### src/rtl/rlbp_s2p_rx_pkg.sv
// Shared definitions for the RLBP serial receiver: register map, bit
// positions, receive FSM encoding and the STATUS word packer.
package rlbp_s2p_rx_pkg;

    localparam int unsigned WB_W      = 32;
    localparam int unsigned BYTE_W    = 8;
    localparam int unsigned SHREG_W   = BYTE_W - 1;
    localparam int unsigned CNT_W     = 4;
    localparam int unsigned BIT_CNT_W = 3;

    // Register offsets, selected by wbs_adr_i[3:2]
    localparam logic [1:0] REG_DATA    = 2'd0;
    localparam logic [1:0] REG_STATUS  = 2'd1;
    localparam logic [1:0] REG_CONTROL = 2'd2;

    // STATUS bit positions
    localparam int unsigned ST_EMPTY   = 0;
    localparam int unsigned ST_FULL    = 1;
    localparam int unsigned ST_OVF     = 2;
    localparam int unsigned ST_FERR    = 3;
    localparam int unsigned ST_CNT_LSB = 8;

    // CONTROL bit positions
    localparam int unsigned CT_RX_EN  = 0;
    localparam int unsigned CT_IRQ_EN = 1;
    localparam int unsigned CT_FLUSH  = 2;

    typedef enum logic {
        S_IDLE  = 1'b0,
        S_SHIFT = 1'b1
    } rx_state_e;

    typedef struct packed {
        logic [CNT_W-1:0] count;
        logic             frame_err;
        logic             overflow;
        logic             full;
        logic             empty;
    } status_t;

    // Place the status fields at their register bit positions
    function automatic logic [WB_W-1:0] status_word(input status_t s);
        logic [WB_W-1:0] w;
        w                        = '0;
        w[ST_EMPTY]              = s.empty;
        w[ST_FULL]               = s.full;
        w[ST_OVF]                = s.overflow;
        w[ST_FERR]               = s.frame_err;
        w[ST_CNT_LSB +: CNT_W]   = s.count;
        return w;
    endfunction

endpackage

### src/rtl/rlbp_rx_fifo.sv
// Synchronous byte FIFO for the RLBP receiver.
// Ports: clk/rst (sync, active-high); push/wr_data enqueue; pop dequeues the
// head shown on rd_data; flush empties it and overrides push/pop;
// full/empty/count report the registered occupancy.
// A push while full is accepted only if a pop happens in the same cycle.
module rlbp_rx_fifo
    import rlbp_s2p_rx_pkg::*;
#(
    parameter int unsigned DEPTH = 4
) (
    input  logic              clk,
    input  logic              rst,
    input  logic              push,
    input  logic [BYTE_W-1:0] wr_data,
    input  logic              pop,
    input  logic              flush,
    output logic [BYTE_W-1:0] rd_data,
    output logic              full,
    output logic              empty,
    output logic [CNT_W-1:0]  count
);

    localparam int unsigned AW = $clog2(DEPTH);

    logic [BYTE_W-1:0] mem_q [DEPTH];
    logic [BYTE_W-1:0] mem_d [DEPTH];
    logic [AW-1:0]     wr_ptr_q, wr_ptr_d;
    logic [AW-1:0]     rd_ptr_q, rd_ptr_d;
    logic [CNT_W-1:0]  count_q, count_d;
    logic              do_push, do_pop;

    // Next-state: flush first, then concurrent push/pop
    always_comb begin
        mem_d    = mem_q;
        wr_ptr_d = wr_ptr_q;
        rd_ptr_d = rd_ptr_q;
        count_d  = count_q;
        do_pop   = pop && (count_q != '0);
        do_push  = push && ((count_q != CNT_W'(DEPTH)) || do_pop);

        if (flush) begin
            wr_ptr_d = '0;
            rd_ptr_d = '0;
            count_d  = '0;
        end else begin
            if (do_push) begin
                mem_d[wr_ptr_q] = wr_data;
                wr_ptr_d        = wr_ptr_q + AW'(1);
            end
            if (do_pop) begin
                rd_ptr_d = rd_ptr_q + AW'(1);
            end
            if (do_push && !do_pop) begin
                count_d = count_q + CNT_W'(1);
            end else if (!do_push && do_pop) begin
                count_d = count_q - CNT_W'(1);
            end
        end
    end

    always_ff @(posedge clk) begin
        if (rst) begin
            mem_q    <= '{default: '0};
            wr_ptr_q <= '0;
            rd_ptr_q <= '0;
            count_q  <= '0;
        end else begin
            mem_q    <= mem_d;
            wr_ptr_q <= wr_ptr_d;
            rd_ptr_q <= rd_ptr_d;
            count_q  <= count_d;
        end
    end

    assign rd_data = mem_q[rd_ptr_q];
    assign full    = (count_q == CNT_W'(DEPTH));
    assign empty   = (count_q == '0);
    assign count   = count_q;

endmodule

### src/rtl/rlbp_s2p_rx.sv
// RLBP serial-to-parallel receiver with a Wishbone-readable FIFO.
// Ports: wb_clk_i/wb_rst_i (sync, active-high); wbs_* Wishbone slave
// (DATA/STATUS/CONTROL at wbs_adr_i[3:2], decoded when adr[31:28]==ADDR_HI);
// s_data_i/s_start_i MSB-first serial words, s_start_i marks the MSB;
// irq_o = irq_en AND FIFO not empty.
module rlbp_s2p_rx
    import rlbp_s2p_rx_pkg::*;
#(
    parameter int unsigned DEPTH   = 4,
    parameter logic [3:0]  ADDR_HI = 4'h4
) (
    input  logic            wb_clk_i,
    input  logic            wb_rst_i,
    input  logic            wbs_stb_i,
    input  logic            wbs_cyc_i,
    input  logic            wbs_we_i,
    input  logic [3:0]      wbs_sel_i,
    input  logic [WB_W-1:0] wbs_dat_i,
    input  logic [WB_W-1:0] wbs_adr_i,
    output logic            wbs_ack_o,
    output logic [WB_W-1:0] wbs_dat_o,
    input  logic            s_data_i,
    input  logic            s_start_i,
    output logic            irq_o
);

    rx_state_e              state_q, state_d;
    logic [SHREG_W-1:0]     shreg_q, shreg_d;
    logic [BIT_CNT_W-1:0]   cnt_q, cnt_d;
    logic                   rx_en_q, rx_en_d;
    logic                   irq_en_q, irq_en_d;
    logic                   ovf_q, ovf_d;
    logic                   ferr_q, ferr_d;
    logic                   ack_q, ack_d;
    logic [WB_W-1:0]        dat_q, dat_d;

    logic                   push_c, pop_c, flush_c, ferr_set_c;
    logic [BYTE_W-1:0]      push_data_c;
    logic                   wb_accept_c, wb_rd_c, wb_wr_c;
    logic [1:0]             reg_sel_c;
    status_t                status_c;

    logic                   fifo_full, fifo_empty;
    logic [CNT_W-1:0]       fifo_count;
    logic [BYTE_W-1:0]      fifo_rd_data;
    logic                   unused_c;

    // Wishbone decode; a new request is taken only while no ack is pending
    assign wb_accept_c = wbs_cyc_i && wbs_stb_i && (wbs_adr_i[31:28] == ADDR_HI) && !ack_q;
    assign wb_rd_c     = wb_accept_c && !wbs_we_i;
    assign wb_wr_c     = wb_accept_c && wbs_we_i;
    assign reg_sel_c   = wbs_adr_i[3:2];

    assign status_c.count     = fifo_count;
    assign status_c.frame_err = ferr_q;
    assign status_c.overflow  = ovf_q;
    assign status_c.full      = fifo_full;
    assign status_c.empty     = fifo_empty;

    // Receive FSM: assemble MSB-first words, restart on any start marker
    always_comb begin
        state_d     = state_q;
        shreg_d     = shreg_q;
        cnt_d       = cnt_q;
        push_c      = 1'b0;
        push_data_c = {shreg_q, s_data_i};
        ferr_set_c  = 1'b0;

        if (!rx_en_q) begin
            state_d = S_IDLE;
            cnt_d   = '0;
        end else begin
            case (state_q)
                S_IDLE: begin
                    if (s_start_i) begin
                        shreg_d = SHREG_W'(s_data_i);
                        cnt_d   = BIT_CNT_W'(1);
                        state_d = S_SHIFT;
                    end
                end
                S_SHIFT: begin
                    if (s_start_i) begin
                        // Early start: drop the partial word, current bit is the new MSB
                        ferr_set_c = 1'b1;
                        shreg_d    = SHREG_W'(s_data_i);
                        cnt_d      = BIT_CNT_W'(1);
                    end else if (cnt_q == '1) begin
                        push_c  = 1'b1;
                        cnt_d   = '0;
                        state_d = S_IDLE;
                    end else begin
                        shreg_d = {shreg_q[SHREG_W-2:0], s_data_i};
                        cnt_d   = cnt_q + BIT_CNT_W'(1);
                    end
                end
                default: state_d = S_IDLE;
            endcase
        end
    end

    // Register file: read mux, writes, pop/flush strobes, sticky status
    always_comb begin
        ack_d    = wb_accept_c;
        dat_d    = dat_q;
        rx_en_d  = rx_en_q;
        irq_en_d = irq_en_q;
        ovf_d    = ovf_q;
        ferr_d   = ferr_q;
        pop_c    = 1'b0;
        flush_c  = 1'b0;

        if (wb_rd_c) begin
            dat_d = '0;
            case (reg_sel_c)
                REG_DATA: begin
                    if (!fifo_empty) begin
                        dat_d = {23'b0, 1'b1, fifo_rd_data};
                        pop_c = 1'b1;
                    end
                end
                REG_STATUS: dat_d = status_word(status_c);
                REG_CONTROL: begin
                    dat_d[CT_RX_EN]  = rx_en_q;
                    dat_d[CT_IRQ_EN] = irq_en_q;
                end
                default: dat_d = '0;
            endcase
        end

        if (wb_wr_c) begin
            dat_d = '0;
            if (wbs_sel_i[0]) begin
                case (reg_sel_c)
                    REG_STATUS: begin
                        if (wbs_dat_i[ST_OVF])  ovf_d  = 1'b0;
                        if (wbs_dat_i[ST_FERR]) ferr_d = 1'b0;
                    end
                    REG_CONTROL: begin
                        rx_en_d  = wbs_dat_i[CT_RX_EN];
                        irq_en_d = wbs_dat_i[CT_IRQ_EN];
                        flush_c  = wbs_dat_i[CT_FLUSH];
                    end
                    default: ;
                endcase
            end
        end

        // A new event in the same cycle as a clear keeps the bit set
        if (push_c && fifo_full && !pop_c && !flush_c) ovf_d = 1'b1;
        if (ferr_set_c)                                ferr_d = 1'b1;
    end

    always_ff @(posedge wb_clk_i) begin
        if (wb_rst_i) begin
            state_q  <= S_IDLE;
            shreg_q  <= '0;
            cnt_q    <= '0;
            rx_en_q  <= 1'b0;
            irq_en_q <= 1'b0;
            ovf_q    <= 1'b0;
            ferr_q   <= 1'b0;
            ack_q    <= 1'b0;
            dat_q    <= '0;
        end else begin
            state_q  <= state_d;
            shreg_q  <= shreg_d;
            cnt_q    <= cnt_d;
            rx_en_q  <= rx_en_d;
            irq_en_q <= irq_en_d;
            ovf_q    <= ovf_d;
            ferr_q   <= ferr_d;
            ack_q    <= ack_d;
            dat_q    <= dat_d;
        end
    end

    rlbp_rx_fifo #(
        .DEPTH (DEPTH)
    ) u_fifo (
        .clk     (wb_clk_i),
        .rst     (wb_rst_i),
        .push    (push_c),
        .wr_data (push_data_c),
        .pop     (pop_c),
        .flush   (flush_c),
        .rd_data (fifo_rd_data),
        .full    (fifo_full),
        .empty   (fifo_empty),
        .count   (fifo_count)
    );

    assign wbs_ack_o = ack_q;
    assign wbs_dat_o = dat_q;
    assign irq_o     = irq_en_q && !fifo_empty;

    // Bus bits outside the decoded fields
    assign unused_c = ^{wbs_sel_i[3:1], wbs_dat_i[WB_W-1:4], wbs_adr_i[27:4], wbs_adr_i[1:0]};

endmodule
### config.mk
export PLATFORM = sky130hd
export DESIGN_NAME = rlbp_s2p_rx
export DESIGN_NICKNAME = d
export VERILOG_FILES = /design/src/rtl/rlbp_s2p_rx_pkg.sv /design/src/rtl/rlbp_rx_fifo.sv /design/src/rtl/rlbp_s2p_rx.sv
export SDC_FILE = /design/constraint.sdc
export NUM_CORES = 1
export LEC_CHECK = 0
export BUFFER_PORTS_ARGS = -buffer_cell sky130_fd_sc_hd__buf_2
export CORE_MARGIN = 2
export CORE_UTILIZATION = 40
export CTS_CLUSTER_DIAMETER = 50
export DETAILED_ROUTE_END_ITERATION = 7
export GPL_TIMING_DRIVEN = 0
export PLACE_DENSITY = 0.65
export SLEW_MARGIN = 20
export SYNTH_ARGS = -nofsm -noshare
export SYNTH_HDL_FRONTEND = slang
export SYNTH_HIERARCHICAL = 1
export SYNTH_SLANG_ARGS = --single-unit
### constraint.sdc
create_clock -name wb_clk_i -period 4.6 [get_ports wb_clk_i]
set_clock_uncertainty 0.1 [all_clocks]
set_input_delay 0.23 -clock wb_clk_i [delete_from_list [all_inputs] [get_ports wb_clk_i]]
set_output_delay 0.23 -clock wb_clk_i [all_outputs]
set_load 0.03 [all_outputs]
Yosys cells after proc, flatten, opt, wreduce, memory -nomap -nowiden
Index checks and enable logic that the tools add are counted.
{ "word_totals": {"romBits": 0, "mem_bits_rw": 0, "mem_count": 0, "latch_bits": 0, "regBits": 88} }
{ "op_classes": {"shifts": 0, "add_sub_neg": 5, "multipliers": 0, "n_reduce_logical": 42, "n_div": 0, "n_lt_le_gt_ge": 3, "muxes": 45, "bitwise": 5, "eq_ne": 8} }
{ "op_table": {"columns": ["cell", "count"], "rows": [
  ["case mux 30 bit (2 select lines)", 1],
  ["bitwise mux 32 bit", 1],
  ["2-to-1 mux 1 bit", 25],
  ["2-to-1 mux 8 bit", 3],
  ["2-to-1 mux 7 bit", 3],
  ["nonzero test 2 bit", 9],
  ["binary-select mux 8 bit (select 2 bit)", 1],
  ["demux 8 bit (select 2 bit)", 1],
  ["logical AND 1 bit", 14],
  ["case mux 7 bit (2 select lines)", 1],
  ["2-to-1 mux 3 bit", 3],
  ["2-to-1 mux 9 bit", 1],
  ["== test 4 x 3 -> 1 bit (second input constant)", 2],
  ["2-to-1 mux 4 bit", 2],
  ["AND reduction 4 bit", 2],
  ["zero test 1 bit", 7],
  ["greater-or-equal comparator 3 bit (second input constant)", 2],
  ["inverter 2 -> 3 bit", 2],
  ["case mux 2 bit (3 select lines)", 1],
  ["case mux 3 bit (2 select lines)", 1],
  ["AND reduction 3 bit", 2],
  ["OR reduction 2 bit", 3],
  ["adder 2 x 1 -> 2 bit (second input constant)", 2],
  ["adder 4 x 1 -> 4 bit (second input constant)", 1],
  ["other kinds (16)", 18]
]} }

Longest topological paths before layout
Gate-level depths: netlist of run 1.
{ "logic_depth": {"word_depth": 12, "mapped_depth": 14, "mapped_depth_nobuf": 12} }

Hierarchy
Netlist of run 1, hierarchy kept.
{ "by_module_without_submodules": {"columns": ["module", "seq_area_each_um2", "area_per_inst_um2", "cells_per_inst", "n_inst"], "rows": [
  ["rlbp_rx_fifo", 800.8, 1903.1, 173, 1],
  ["rlbp_s2p_rx", 560.5, 1461.4, 171, 1]
]} }

Least setup slack after synthesis of run 1
Ideal clock, no wire load.
{ "synth_timing": {"kind": "reg2reg", "from": "register ack_q (netlist: wbs_ack_o)", "to": "register u_fifo.count_q[3] (netlist: u_fifo/count[3])", "path_stages_with_launch": 15, "t_required_ns": 4.443, "n_path_buf": 2, "setup_ns": 0.057, "arrival_time_ns": 3.345, "setup_slack_ns": 1.097, "synth_period_minus_slack_ns": 3.503, "path_cell_list": "dfxtp_1 or4b_4 nor3_4 buf_6 and2_1 clkbuf_1 o21ai_1 inv_1 ha_1 inv_1 ha_1 a21oi_1 a211o_1 a211oi_1 a31o_2"} }
{ "synth_between": {"elab_chain_len": 10} }
{ "synth_lines": {"columns": ["element", "line_no", "source"], "rows": [
  ["start, declared", "rlbp_s2p_rx.sv:34", "logic ack_q, ack_d;"],
  ["start signal, assigned", "rlbp_s2p_rx.sv:172", "ack_q <= ack_d;"],
  ["zero test 1 bit (*)", "rlbp_s2p_rx.sv:49", "assign wb_accept_c = wbs_cyc_i && wbs_stb_i && (wbs_adr_i[31:28] == ADDR_HI) && !ack_q;"],
  ["logical AND 1 bit (*)", "rlbp_s2p_rx.sv:49", null],
  ["logical AND 1 bit (*)", "rlbp_s2p_rx.sv:50", "assign wb_rd_c = wb_accept_c && !wbs_we_i;"],
  ["2-to-1 mux 1 bit (*)", "rlbp_s2p_rx.sv:112", "if (wb_rd_c) begin"],
  ["net pop_c", "rlbp_s2p_rx.sv:37", "logic push_c, pop_c, flush_c, ferr_set_c;"],
  ["logical AND 1 bit (*)", "rlbp_rx_fifo.sv:38", "do_pop = pop && (count_q != '0);"],
  ["logical OR 1 bit", "rlbp_rx_fifo.sv:39", "do_push = push && ((count_q != CNT_W'(DEPTH)) || do_pop);"],
  ["logical AND 1 bit", "rlbp_rx_fifo.sv:39", null],
  ["zero test 1 bit", "rlbp_rx_fifo.sv:55", "end else if (!do_push && do_pop) begin"],
  ["logical AND 1 bit", "rlbp_rx_fifo.sv:55", null],
  ["nonzero test 2 bit (no source line)", null, null],
  ["end signal, assigned", "rlbp_rx_fifo.sv:71", "count_q <= count_d;"],
  ["end, declared", "rlbp_rx_fifo.sv:29", "logic [CNT_W-1:0] count_q, count_d;"]
]} }
Mark *: on every way through the listed nets, which the timed path passes. The rest lies on a longest branch.
A chain may end at the register's enable or synchronous reset.

Worst setup path in the final report of run 1
{ "layout_timing": {"from": "register u_fifo.count_q[0] (netlist: u_fifo/count[0])", "to": "register u_fifo.count_q[3] (netlist: u_fifo/count[3])"} }
{ "layout_between": {"elab_chain_len": 10} }
{ "layout_lines": {"columns": ["element", "line_no", "source"], "rows": [
  ["zero test 4 bit (*)", "rlbp_rx_fifo.sv:77", "assign empty = (count_q == '0);"],
  ["net fifo_empty", "rlbp_s2p_rx.sv:43", "logic fifo_full, fifo_empty;"],
  ["2-to-1 mux 1 bit (*)", "rlbp_s2p_rx.sv:116", "if (!fifo_empty) begin"],
  ["2-to-1 mux 1 bit (*)", "rlbp_s2p_rx.sv:114", "case (reg_sel_c)"],
  ["2-to-1 mux 1 bit (*)", "rlbp_s2p_rx.sv:112", null],
  ["net pop_c", "rlbp_s2p_rx.sv:37", null],
  ["logical AND 1 bit (*)", "rlbp_rx_fifo.sv:38", null],
  ["logical OR 1 bit", "rlbp_rx_fifo.sv:39", null],
  ["logical AND 1 bit", "rlbp_rx_fifo.sv:39", null],
  ["zero test 1 bit", "rlbp_rx_fifo.sv:55", null],
  ["logical AND 1 bit", "rlbp_rx_fifo.sv:55", null],
  ["nonzero test 2 bit (no source line)", null, null]
]} }
Mark *: on every way through the listed nets, which the timed path passes. The rest lies on a longest branch. The select of a mux whose other input is x is not followed.

==> reports/results.tsv, run 1 <==
stage	metric	value	unit
floorplan	die_w	95.7	um
worst_setup_path	crit_fanout	7	
route	drt_wl_total	7060	um
synthesis	ys_ff_latch	68	
synthesis	synth.top_cells.by_area	dfxtp_1 40%, mux2i_1 12%, nor2_1 6.7%, mux4_2 5.4%, buf_4 5.1%	
final_layout	fin_nets	486	
clocking	cts_buffers	9	
worst_setup_path	crit_path_start_kind	flop	
run_status	run_status	complete, no violations	
worst_setup_path	r2r-start	u_fifo/count[0]	
route	drt_iter0_drc	137	
pwr	power	0.00115	W
floorplan	rows	33	
run	max_cap_violations	0	
final_layout	drive_above_1_share	0.219	
worst_setup_path	crit_required	4.78	ns
clocking	h-tree-depth	3	
synthesis	yosysSeqAreaShare	0.405	
clocking	clockBufferDepth	2	
floorplan	core	8180	um2
synthesis	yosys_warnings	6	
floorplan	die_h	95.7	um
worst_setup_path	worstSetupPathType	flop to flop	
sta	period_share	0.848	
sta	fmax	0.256	GHz
sta	finalSetupViolCount	0	
worst_setup_path	rrSetupSlack	0.70	ns
placed_design	gp_congestion	0.784	
grt	antenna_found_initial	0	
grt	grt_pass1_wl	11000	um
sta	slew_viol_final	0	
placed_design	port_buffers	27	
synthesis	synth_top_area_frac	0.405	
sta	setup_tns	0	ns
sta	min_period	3.90	ns
clocking	cts_resized	0	
pwr	leakagePower	1.74	nW
route	ant_nets	0	
final_layout	nFillCells	785	
clocking	cts_root_buf	clkbuf_8	
clocking	path_clk_slew	0.08	ns
final_layout	diodes	0	
worst_hold_path	hold_depth	3	
synthesis	yosys.area.top_type	dfxtp_1	
synthesis	yosys_most_used_dff	dfxtp_1	
route	drtPass1Iterations	4	
worst_setup_path	cp.arrival	4.08	ns
final_layout	syn_to_final_growth	16.0	%
route	via_per_inst	4.92	
sta	rsz0062_at_grt	false	
floorplan	ios	109	
clocking	clock-sinks	68	
grt	grt_usage	0.157	
clocking	clk_latency	0.33	ns
worst_setup_path	endpoint_kind	flop	
placed_design	dp_cells	495	
grt	grt-ovfl-total	0	
grt	grt_max_degree	13	
worst_setup_path	reg2regPathDepth	13	
sta	slew_headroom	0.418	
synthesis	synth_cells	344	
pwr	power_density	295	nW/um2
synthesis	avgSynthCellArea	9.78	um2
route	wire_per_inst	13.8	um
floorplan	design.die.area	9160	um2
clocking	cts_tree	yes	
synthesis	synth.cell_area	3360	um2
pwr	worst_ir_drop_vdd	0.000157	V
worst_hold_path	min_from	wbs_dat_i[1]	
synthesis	synthArstFlopShare	0	
clocking	cts_setup_buffers	0	
grt	grt_pass1_vias	2252	
placed_design	dp.final_hpwl	5120	um
clocking	ctsHoldBuffers	0	
final_layout	final_util	0.478	
route	routed-via-count	2513	
sta	hold_viol	0	
floorplan	start_util	0.412	
sta	hold_slack	0.0301	ns
route	drc	0	
final_layout	final_cells	511	
worst_setup_path	worstReg2RegEnd	u_fifo/count[3]	
synthesis	synthDistinctLibCells	53	
synthesis	synth_edf_count	0	
worst_hold_path	min_path_type	primary input to flop	
sta	tightest_slew	0.865	ns
worst_hold_path	whs_endpoint	irq_en_q	
-- worst max path at each step --
stage	startpoint	end	slack, ns	cells past startpoint
detailed placement	u_fifo/count[0]	u_fifo/count[3]	0.70	13
floorplan	wbs_ack_o	u_fifo/count[3]	1.10	14
global route	u_fifo/count[0]	u_fifo/count[3]	0.35	13
CTS	u_fifo/count[0]	u_fifo/count[3]	0.68	13
finish	u_fifo/count[0]	u_fifo/count[3]	0.70	13
global placement	u_fifo/count[0]	u_fifo/count[3]	0.78	13
-- through the flow --
stage	setup WS, ns	area (um2)
after floorplan	1.10	3440
after global placement	0.784	3700
after detailed placement	0.704	3700
after CTS	0.678	3900
after global routing	0.348	3900
final	0.700	3900
-- cell type report --
cell class              instances  area, um2  share of cell area
multi-input cells             244       1780               0.456
flip-flops and latches         68       1360               0.349
repair buffers                 27        135              0.0346
plain buffers                  40        251              0.0644
clock buffers                  10        138              0.0353
inverters                      11       41.3              0.0106
well taps                     105        131              0.0337
clock inverters                 6       63.8              0.0163
-- routing by layer --
layer / GRT usage / vias to the layer above / part of all wire
met3: 0.0446 / 5 / 0.052
met2: 0.255 / 71 / 0.45
met1: 0.209 / 1159 / 0.49
met5: 0 / - / 0
li1: - / 1278 / -
met4: 0.0321 / 0 / 0.0057
-- report_power, final --
group	leakage [nW]	switching [W]	internal (W)
Clock	0.0983	0.000229	0.000264
Sequential	0.547	0.000000204	0.000589
Combinational	1.10	0.0000476	0.0000229
-- synthesized netlist by cell type, drive strengths merged (2+ instances only) --
cell type / instances
a211o: 2
nand2: 12
ha: 9
nor2b: 3
or3: 4
o2111ai: 4
a211oi: 5
nor2: 61
or4b: 3
dfxtp: 68
inv: 11
and2: 3
nor3b: 2
nand3: 10
mux4: 8
a22oi: 8
xnor2: 4
buf: 25
nor3: 7
mux2i: 39
o21ai: 3
clkbuf: 15
nand2b: 2
a21oi: 15
nand4: 3
-- registers in the layout, summed over array words and instances, names as in the netlist --
name / flops
wbs_ack_o: 1
cnt_q: 3
shreg_q: 7
state_q: 1
irq_en_q: 1
u_fifo/mem_q: 32
u_fifo/rd_ptr_q: 2
u_fifo/count: 4
ferr_q: 1
rx_en_q: 1
u_fifo/wr_ptr_q: 2
ovf_q: 1
wbs_dat_o: 12
-- logic make-up (layout without fill, tap and decap cells) --
family,Yosys count,count (layout),share of synthesized area
other,1,20,0.00111
XOR/XNOR,5,5,0.0130
adder cells (fa/ha/maj),10,10,0.0394
AO/OA/AOI/OAI,44,44,0.110
buffers and inverters,51,94,0.0870
flip-flops,68,68,0.405
multiplexers,47,47,0.170
AND/OR/NAND/NOR,118,118,0.175
-- worst max-delay path, cell delays in order, from the launching register on --
cell and delay (ns):
dfxtp_1 0.40, nor4_1 0.78, nor3_1 0.34, and2_1 0.23, clkbuf_1 0.24, o21ai_1 0.36, inv_1 0.08, ha_1 0.20
inv_1 0.12, ha_1 0.29, a21oi_1 0.20, nand3_1 0.14, a211oi_1 0.25, a31o_2 0.13
-- cells in the final DEF, fill, tap and decap left out, types with 2 or more instances in the layout --
cell type	instances
dfxtp_1	68
nor2_1	60
mux2i_1	39
buf_2	27
buf_4	23
conb_1	20
clkbuf_1	15
a21oi_1	15
nand2_1	12
inv_1	11
nand3_1	10
clkbuf_8	10
ha_1	9
a22oi_1	8
mux4_2	8
nor3_1	5
a211oi_1	5
or3_1	4
o2111ai_4	4
xnor2_1	4
nor2b_1	3
nand4_1	3
buf_6	2
and2_1	2
nand2b_1	2
a211o_1	2
clkinvlp_4	2
clkinv_2	2
Note: power is estimated with default switching activity, not from simulation.
==> run 2, diff against run 1 <==
==> constraint.sdc (replaced) <==
create_clock -name wb_clk_i -period 3.85 [get_ports wb_clk_i]
set_clock_uncertainty 0.1 [all_clocks]
set_input_delay 0.1925 -clock wb_clk_i [delete_from_list [all_inputs] [get_ports wb_clk_i]]
set_output_delay 0.1925 -clock wb_clk_i [all_outputs]
set_load 0.03 [all_outputs]
==> run 2 against run 1 <==
  * Largest cell class unchanged
  * Flip-flop and latch count unchanged
  * Wire length down 0.55%
  * Worst setup slack worse by 0.33 ns
  * Clock-buffer cell count unchanged
  * Design area up 0.71%
  * Register-to-register slack worse by 0.33 ns
  * Critical path depth unchanged
  * Clock power up 19%
  * Hold slack better by 0.033 ns
  * Critical path type unchanged
  * Core utilization up 0.34 points
==> reports/results.tsv, run 2 (synthesized netlist as in run 1, its figures left out) <==
stage	metric	value	unit	change
grt	grt_usage	0.156		-0.000497
sta	rsz0062_at_grt	false		
route	drc	0		unchanged
placed_design	port_buffers	27		unchanged
clocking	cts_root_buf	clkbuf_8		
sta	slew_headroom	0.503		+0.0855
worst_setup_path	crit_buf_inv	3		unchanged
worst_setup_path	crit_required	4.03	ns	-0.75 ns
grt	grt_pass1_vias	2242		-0.44%
worst_setup_path	slowest_stage	or4b_4		
grt	antenna_found_initial	0		unchanged
worst_hold_path	hold_depth	2		-1
worst_setup_path	path_cells	or4b_4 > nor3_4 > buf_6 > and2_1 > o21ai_1 > inv_1 > ha_1 > inv_1 > ha_1 > nand3_1 > a211o_1 > a211oi_1 > a31o_2		
worst_setup_path	rrSetupSlack	0.37	ns	-0.33 ns
floorplan	start_util	0.412		unchanged
worst_setup_path	worstSetupPathType	flop to flop		
route	ant_nets	0		unchanged
sta	fmax	0.287	GHz	+12%
placed_design	dp_cells	495		unchanged
final_layout	drive_above_1_share	0.224		+0.00438
pwr	worst_ir_drop_vdd	0.000187	V	+19%
worst_setup_path	worstReg2RegEnd	u_fifo/count[3]		
floorplan	core	8180	um2	unchanged
worst_hold_path	min_from	wb_rst_i		
route	drt_iter0_drc	115		-16%
final_layout	final_common_cell	dfxtp_1		
floorplan	rows	33		unchanged
route	via_per_inst	4.91		about the same
worst_hold_path	whs_endpoint	u_fifo/mem_q[20]		
final_layout	syn_to_final_growth	16.8	%	
final_layout	fin_nets	487		+0.21%
final_layout	largest_register	u_fifo/mem_q		
sta	tightest_slew	0.745	ns	-0.120 ns
final_layout	final_cells	512		+0.20%
route	drt_wl_total	7020	um	-0.55%
placed_design	dp.final_hpwl	5120	um	unchanged
sta	hold_viol	0		unchanged
clocking	clock-sinks	68		unchanged
floorplan	design.die.area	9160	um2	unchanged
route	drtPass1Iterations	4		unchanged
worst_setup_path	crit_fanout	10		+3
final_layout	final_util	0.481		+0.00337
grt	grt_max_degree	13		unchanged
final_layout	diodes	0		unchanged
run_status	run_status	complete, no violations		
clocking	clk_latency	0.33	ns	about the same
clocking	cts_buffers	9		unchanged
worst_setup_path	cp.arrival	3.66	ns	-0.42 ns
grt	grt-ovfl-total	0		unchanged
sta	setup_tns	0	ns	unchanged
clocking	h-tree-depth	3		unchanged
floorplan	ios	109		unchanged
clocking	cts_setup_buffers	0		unchanged
worst_setup_path	cpPeakStageDelay	0.53	ns	-0.25 ns
sta	hold_slack	0.0634	ns	+0.0333 ns
pwr	leakagePower	1.75	nW	+0.51%
floorplan	die_h	95.7	um	unchanged
sta	finalSetupViolCount	0		unchanged
final_layout	layout_common_cells	68 x dfxtp_1, 60 x nor2_1, 39 x mux2i_1		
grt	grt_pass1_wl	10900	um	-0.45%
sta	min_period	3.48	ns	-0.421 ns
sta	slew_viol_final	0		unchanged
final_layout	nFillCells	780		-0.64%
route	wire_per_inst	13.7	um	-0.75%
clocking	clockBufferDepth	2		unchanged
worst_hold_path	min_path_type	primary input to flop		
clocking	path_clk_slew	0.08	ns	about the same
floorplan	die_w	95.7	um	unchanged
worst_setup_path	reg2regPathDepth	13		unchanged
sta	period_share	0.904		+0.0559
worst_setup_path	r2r-start	wbs_ack_o		
route	routed-via-count	2516		+0.12%
worst_setup_path	critPathTopFamily	simple AND/OR/NAND/NOR gates		
worst_setup_path	crit_path_start_kind	flop		
final_layout	largest_register_ffs	32		unchanged
pwr	power_density	350	nW/um2	+19%
worst_setup_path	endpoint_kind	flop		
run	max_cap_violations	0		unchanged
placed_design	gp_congestion	0.784		unchanged
clocking	cts_tree	yes		
==> run 2: cell count changes in the layout (fill, tap and decap cells not counted) <==
cell / before / now
nor4_1: 1 / 0
nor3_1: 5 / 4
clkbuf_1: 15 / 14
dlygate4sd3_1: 0 / 2
nor4_2: 0 / 1
nor3_2: 1 / 2
==> run 2: how the worst max path moves through the flow <==
stage | from | end | cells after the start
floorplan | wbs_ack_o | u_fifo/count[3] | 14
global placement | u_fifo/count[0] | u_fifo/count[3] | 13
detailed placement | u_fifo/count[0] | u_fifo/count[3] | 13
CTS | u_fifo/count[0] | u_fifo/count[3] | 13
global route | wbs_ack_o | u_fifo/count[3] | 13
finish | wbs_ack_o | u_fifo/count[3] | 13
==> run 2: what timing repair did <==
item / in CTS / in global routing
endpoints found under the hold margin: 2 / 0
endpoints found under the setup margin: 1 / 1
hold buffers: 2 / 0
gates cloned: 0 / 0
resized for setup: 1 / 1
==> run 2: final cells by class <==
type,instances,area [um2],share of cell area
Clock inverter,6,63.8,0.0162
Timing Repair Buffer,29,155,0.0395
Inverter,11,41.3,0.0105
Buffer,39,248,0.0630
Tap cell,105,131,0.0334
Multi-Input combinational cell,244,1790,0.456
Clock buffer,10,138,0.0350
Sequential cell,68,1360,0.346
==> run 2: metal layers <==
layer  part of all wire  up-vias  wire [um]  global-route usage
met4             0.0054        0         38              0.0321
met1               0.49     1160       3440               0.207
met2               0.45       73       3160               0.255
met5                  0        -          0                   0
li1                   -     1278          -                   -
met3              0.054        5        376              0.0446
==> run 2: worst register-to-register path: cells and delay by family (launching register included) <==
kind	cells	cell delay, ns
adder cells (fa/ha/maj)	2	0.50
buffers and inverters	3	0.35
AO/OA/AOI/OAI	4	0.86
flip-flops	1	0.33
AND/OR/NAND/NOR	4	1.30
==> run 2: report_power, final <==
group	switching (W)	leakage [nW]	total, W	internal, W
clock	0.000273	0.0983	0.000588	0.000315
combinational	0.0000572	1.11	0.0000859	0.0000287
sequential	0.000000244	0.547	0.000703	0.000703
total	0.000330	1.75	0.00138	0.00105
==> run 2: through the flow <==
step | area (um2) | power, W | worst slack, ns
2_1_floorplan | 3440 | 0.000786 | 0.347
3_3_place_gp | 3700 | 0.000803 | 0.0340
3_5_place_dp | 3700 | 0.000803 | -0.0461
4_1_cts | 3930 | 0.00139 | 0.0147
5_1_grt | 3930 | 0.00143 | 0.0692
6_report | 3930 | 0.00138 | 0.371
==> run 3, diff against run 2 <==
--- a/config.mk
+++ b/config.mk
@@ -6,12 +6,13 @@
 export NUM_CORES = 1
 export LEC_CHECK = 0
 export BUFFER_PORTS_ARGS = -buffer_cell sky130_fd_sc_hd__buf_2
+export CORE_ASPECT_RATIO = 0.5
 export CORE_MARGIN = 2
-export CORE_UTILIZATION = 40
+export CORE_UTILIZATION = 51
 export CTS_CLUSTER_DIAMETER = 50
 export DETAILED_ROUTE_END_ITERATION = 7
 export GPL_TIMING_DRIVEN = 0
-export PLACE_DENSITY = 0.65
+export PLACE_DENSITY = 0.8
 export SLEW_MARGIN = 20
 export SYNTH_ARGS = -nofsm -noshare
 export SYNTH_HDL_FRONTEND = slang
==> run 3 against run 2 <==
  * Die area is 20% lower
  * Design area is 1.7% higher
  * Final cell count is 3.7% lower
  * Core utilization is 16 points higher
  * Combinational power is 0.5% lower
  * Sequential share of layout area is 0.57 points lower
  * Maximum frequency is 0.89% lower
  * Largest cell class unchanged
==> reports/results.tsv, run 3 (synthesized netlist as in run 1, its figures left out) <==
stage	metric	value	unit	change
run_status	run_status	complete, no violations		
grt	antenna_found_initial	0		unchanged
floorplan	core	6230	um2	-24%
grt	grt-ovfl-total	0		unchanged
worst_setup_path	slowest_stage	or4b_4		
route	drc	0		unchanged
final_layout	diodes	0		unchanged
route	drtPass1Iterations	5		+1
clocking	ctsHoldBuffers	0		-2
route	routed-via-count	2599		+3.3%
sta	hold_viol	0		unchanged
sta	fmax	0.285	GHz	-0.89%
final_layout	largest_register_ffs	32		unchanged
worst_setup_path	cp.arrival	3.69	ns	+0.03 ns
clocking	cts_resized	1		unchanged
final_layout	layout_common_cells	68 x dfxtp_1, 60 x nor2_1, 39 x mux2i_1		
final_layout	final_common_cell	dfxtp_1		
placed_design	gp_congestion	0.857		+9.3%
worst_setup_path	crit_path_start_kind	flop		
worst_setup_path	crit_required	4.03	ns	about the same
clocking	clockBufferDepth	2		unchanged
final_layout	postLayoutCellArea	4000	um2	+1.7%
pwr	power_density	402	nW/um2	+15%
clocking	clock-sinks	68		unchanged
floorplan	die_h	61.4	um	-36%
route	ant_nets	0		unchanged
sta	rsz0062_at_grt	false		
clocking	cts_tree	yes		
route	wire_per_inst	14.9	um	+8.5%
pwr	leakagePower	1.80	nW	+2.5%
sta	slew_viol_final	0		unchanged
final_layout	syn_to_final_growth	18.8	%	
placed_design	port_buffers	27		unchanged
floorplan	rows	20		-39%
sta	finalSetupViolCount	0		unchanged
clocking	h-tree-depth	3		unchanged
clocking	clk_latency	0.33	ns	about the same
worst_setup_path	endpoint_kind	flop		
route	drt_iter0_drc	214		+86%
sta	period_share	0.912		+0.00816
sta	min_period	3.51	ns	+0.0314 ns
run	max_cap_violations	0		unchanged
placed_design	dp.final_hpwl	5100	um	-0.40%
worst_setup_path	cpPeakStageDelay	0.52	ns	about the same
worst_setup_path	crit_fanout	10		unchanged
final_layout	largest_register	u_fifo/mem_q		
clocking	path_clk_slew	0.05	ns	-0.03 ns
final_layout	drive_above_1_share	0.225		+0.00110
sta	tightest_slew	0.791	ns	+0.0457 ns
grt	grt_pass1_vias	2396		+6.9%
placed_design	pre_cts_slack	0.00667	ns	+0.0527 ns
final_layout	fin_nets	485		-0.41%
floorplan	die_w	119	um	+24%
pwr	worst_ir_drop_vdd	0.000188	V	+0.31%
floorplan	start_util	0.540		+0.128
final_layout	final_util	0.642		+0.161
worst_setup_path	path_cells	or4b_4 > nor3_4 > buf_6 > and2_1 > o21ai_1 > inv_1 > ha_1 > inv_1 > ha_1 > nand3_1 > a211o_1 > a211oi_1 > a31o_2		
pwr	power	0.00161	W	+17%
worst_hold_path	min_path_type	primary input to flop		
clocking	cts_buffers	9		unchanged
floorplan	ios	109		unchanged
worst_setup_path	worstSetupPathType	flop to flop		
route	drt_wl_total	7330	um	+4.4%
floorplan	design.die.area	7300	um2	-20%
sta	slew_headroom	0.473		-0.0304
sta	layout_setup_ws	0.339	ns	-0.0314 ns
grt	grt_pass1_wl	11800	um	+8.5%
clocking	cts_setup_buffers	0		unchanged
grt	grt_usage	0.215		+0.0583
clocking	cts_root_buf	clkbuf_16		
grt	grt_max_degree	13		unchanged
route	via_per_inst	5.27		+7.3%
placed_design	placedInstanceArea	3680	um2	-0.57%
sta	setup_tns	0	ns	unchanged
## run 3: path summary, 6_finish.rpt
path | from | to | slack, ns | depth (start not counted)
setup reg to reg | wbs_ack_o | u_fifo/count[3] | 0.34 | 13
setup / recovery | wbs_ack_o | u_fifo/count[3] | 0.34 | 13
hold reg to reg | wbs_dat_o[11] | wbs_dat_o[11] | 0.35 | 2
hold / removal | wbs_dat_i[0] | rx_en_q | 0.006 | 3
## run 3: layer usage
layer  wire length, um  global-route usage  vias up
li1                  -                   -     1274
met1              3350               0.269     1220
met2              3370               0.359       91
met3               480              0.0759       14
met4               132              0.0697        0
met5                 0                   0        -
## run 3: area by class of cell
cell class                      count  area, um2
Multi-Input combinational cell    244       1800
Sequential cell                    68       1360
Timing Repair Buffer               27        135
Clock inverter                      6       63.8
Inverter                           11       41.3
Clock buffer                       10        239
Fill cell                         483       2230
Tap cell                           88        110
Buffer                             39        248
## run 3: per-stage QoR
| stage | hold slack [ns] | std cells |
|---|---|---|
| floorplan | 0.236 | 363 |
| global placement | 0.327 | 478 |
| detailed placement | 0.339 | 478 |
| CTS | 0.000277 | 494 |
| global route | 0.00944 | 493 |
| finish | 0.00628 | 493 |
## run 3: power breakdown
group / internal, W / switching, W / leakage, nW
logic: 0.0000274 / 0.0000581 / 1.10
registers: 0.000704 / 0.000000261 / 0.547
clock network: 0.000517 / 0.000301 / 0.144
total: 0.00125 / 0.000359 / 1.80
## run 3: critical path: cells and delay by family (launching register included)
family | cells | cell delay [ns]
simple gates | 4 | 1.28
compound gates | 4 | 0.88
fa+ha+maj | 2 | 0.51
buf+inv | 3 | 0.38
flops | 1 | 0.32
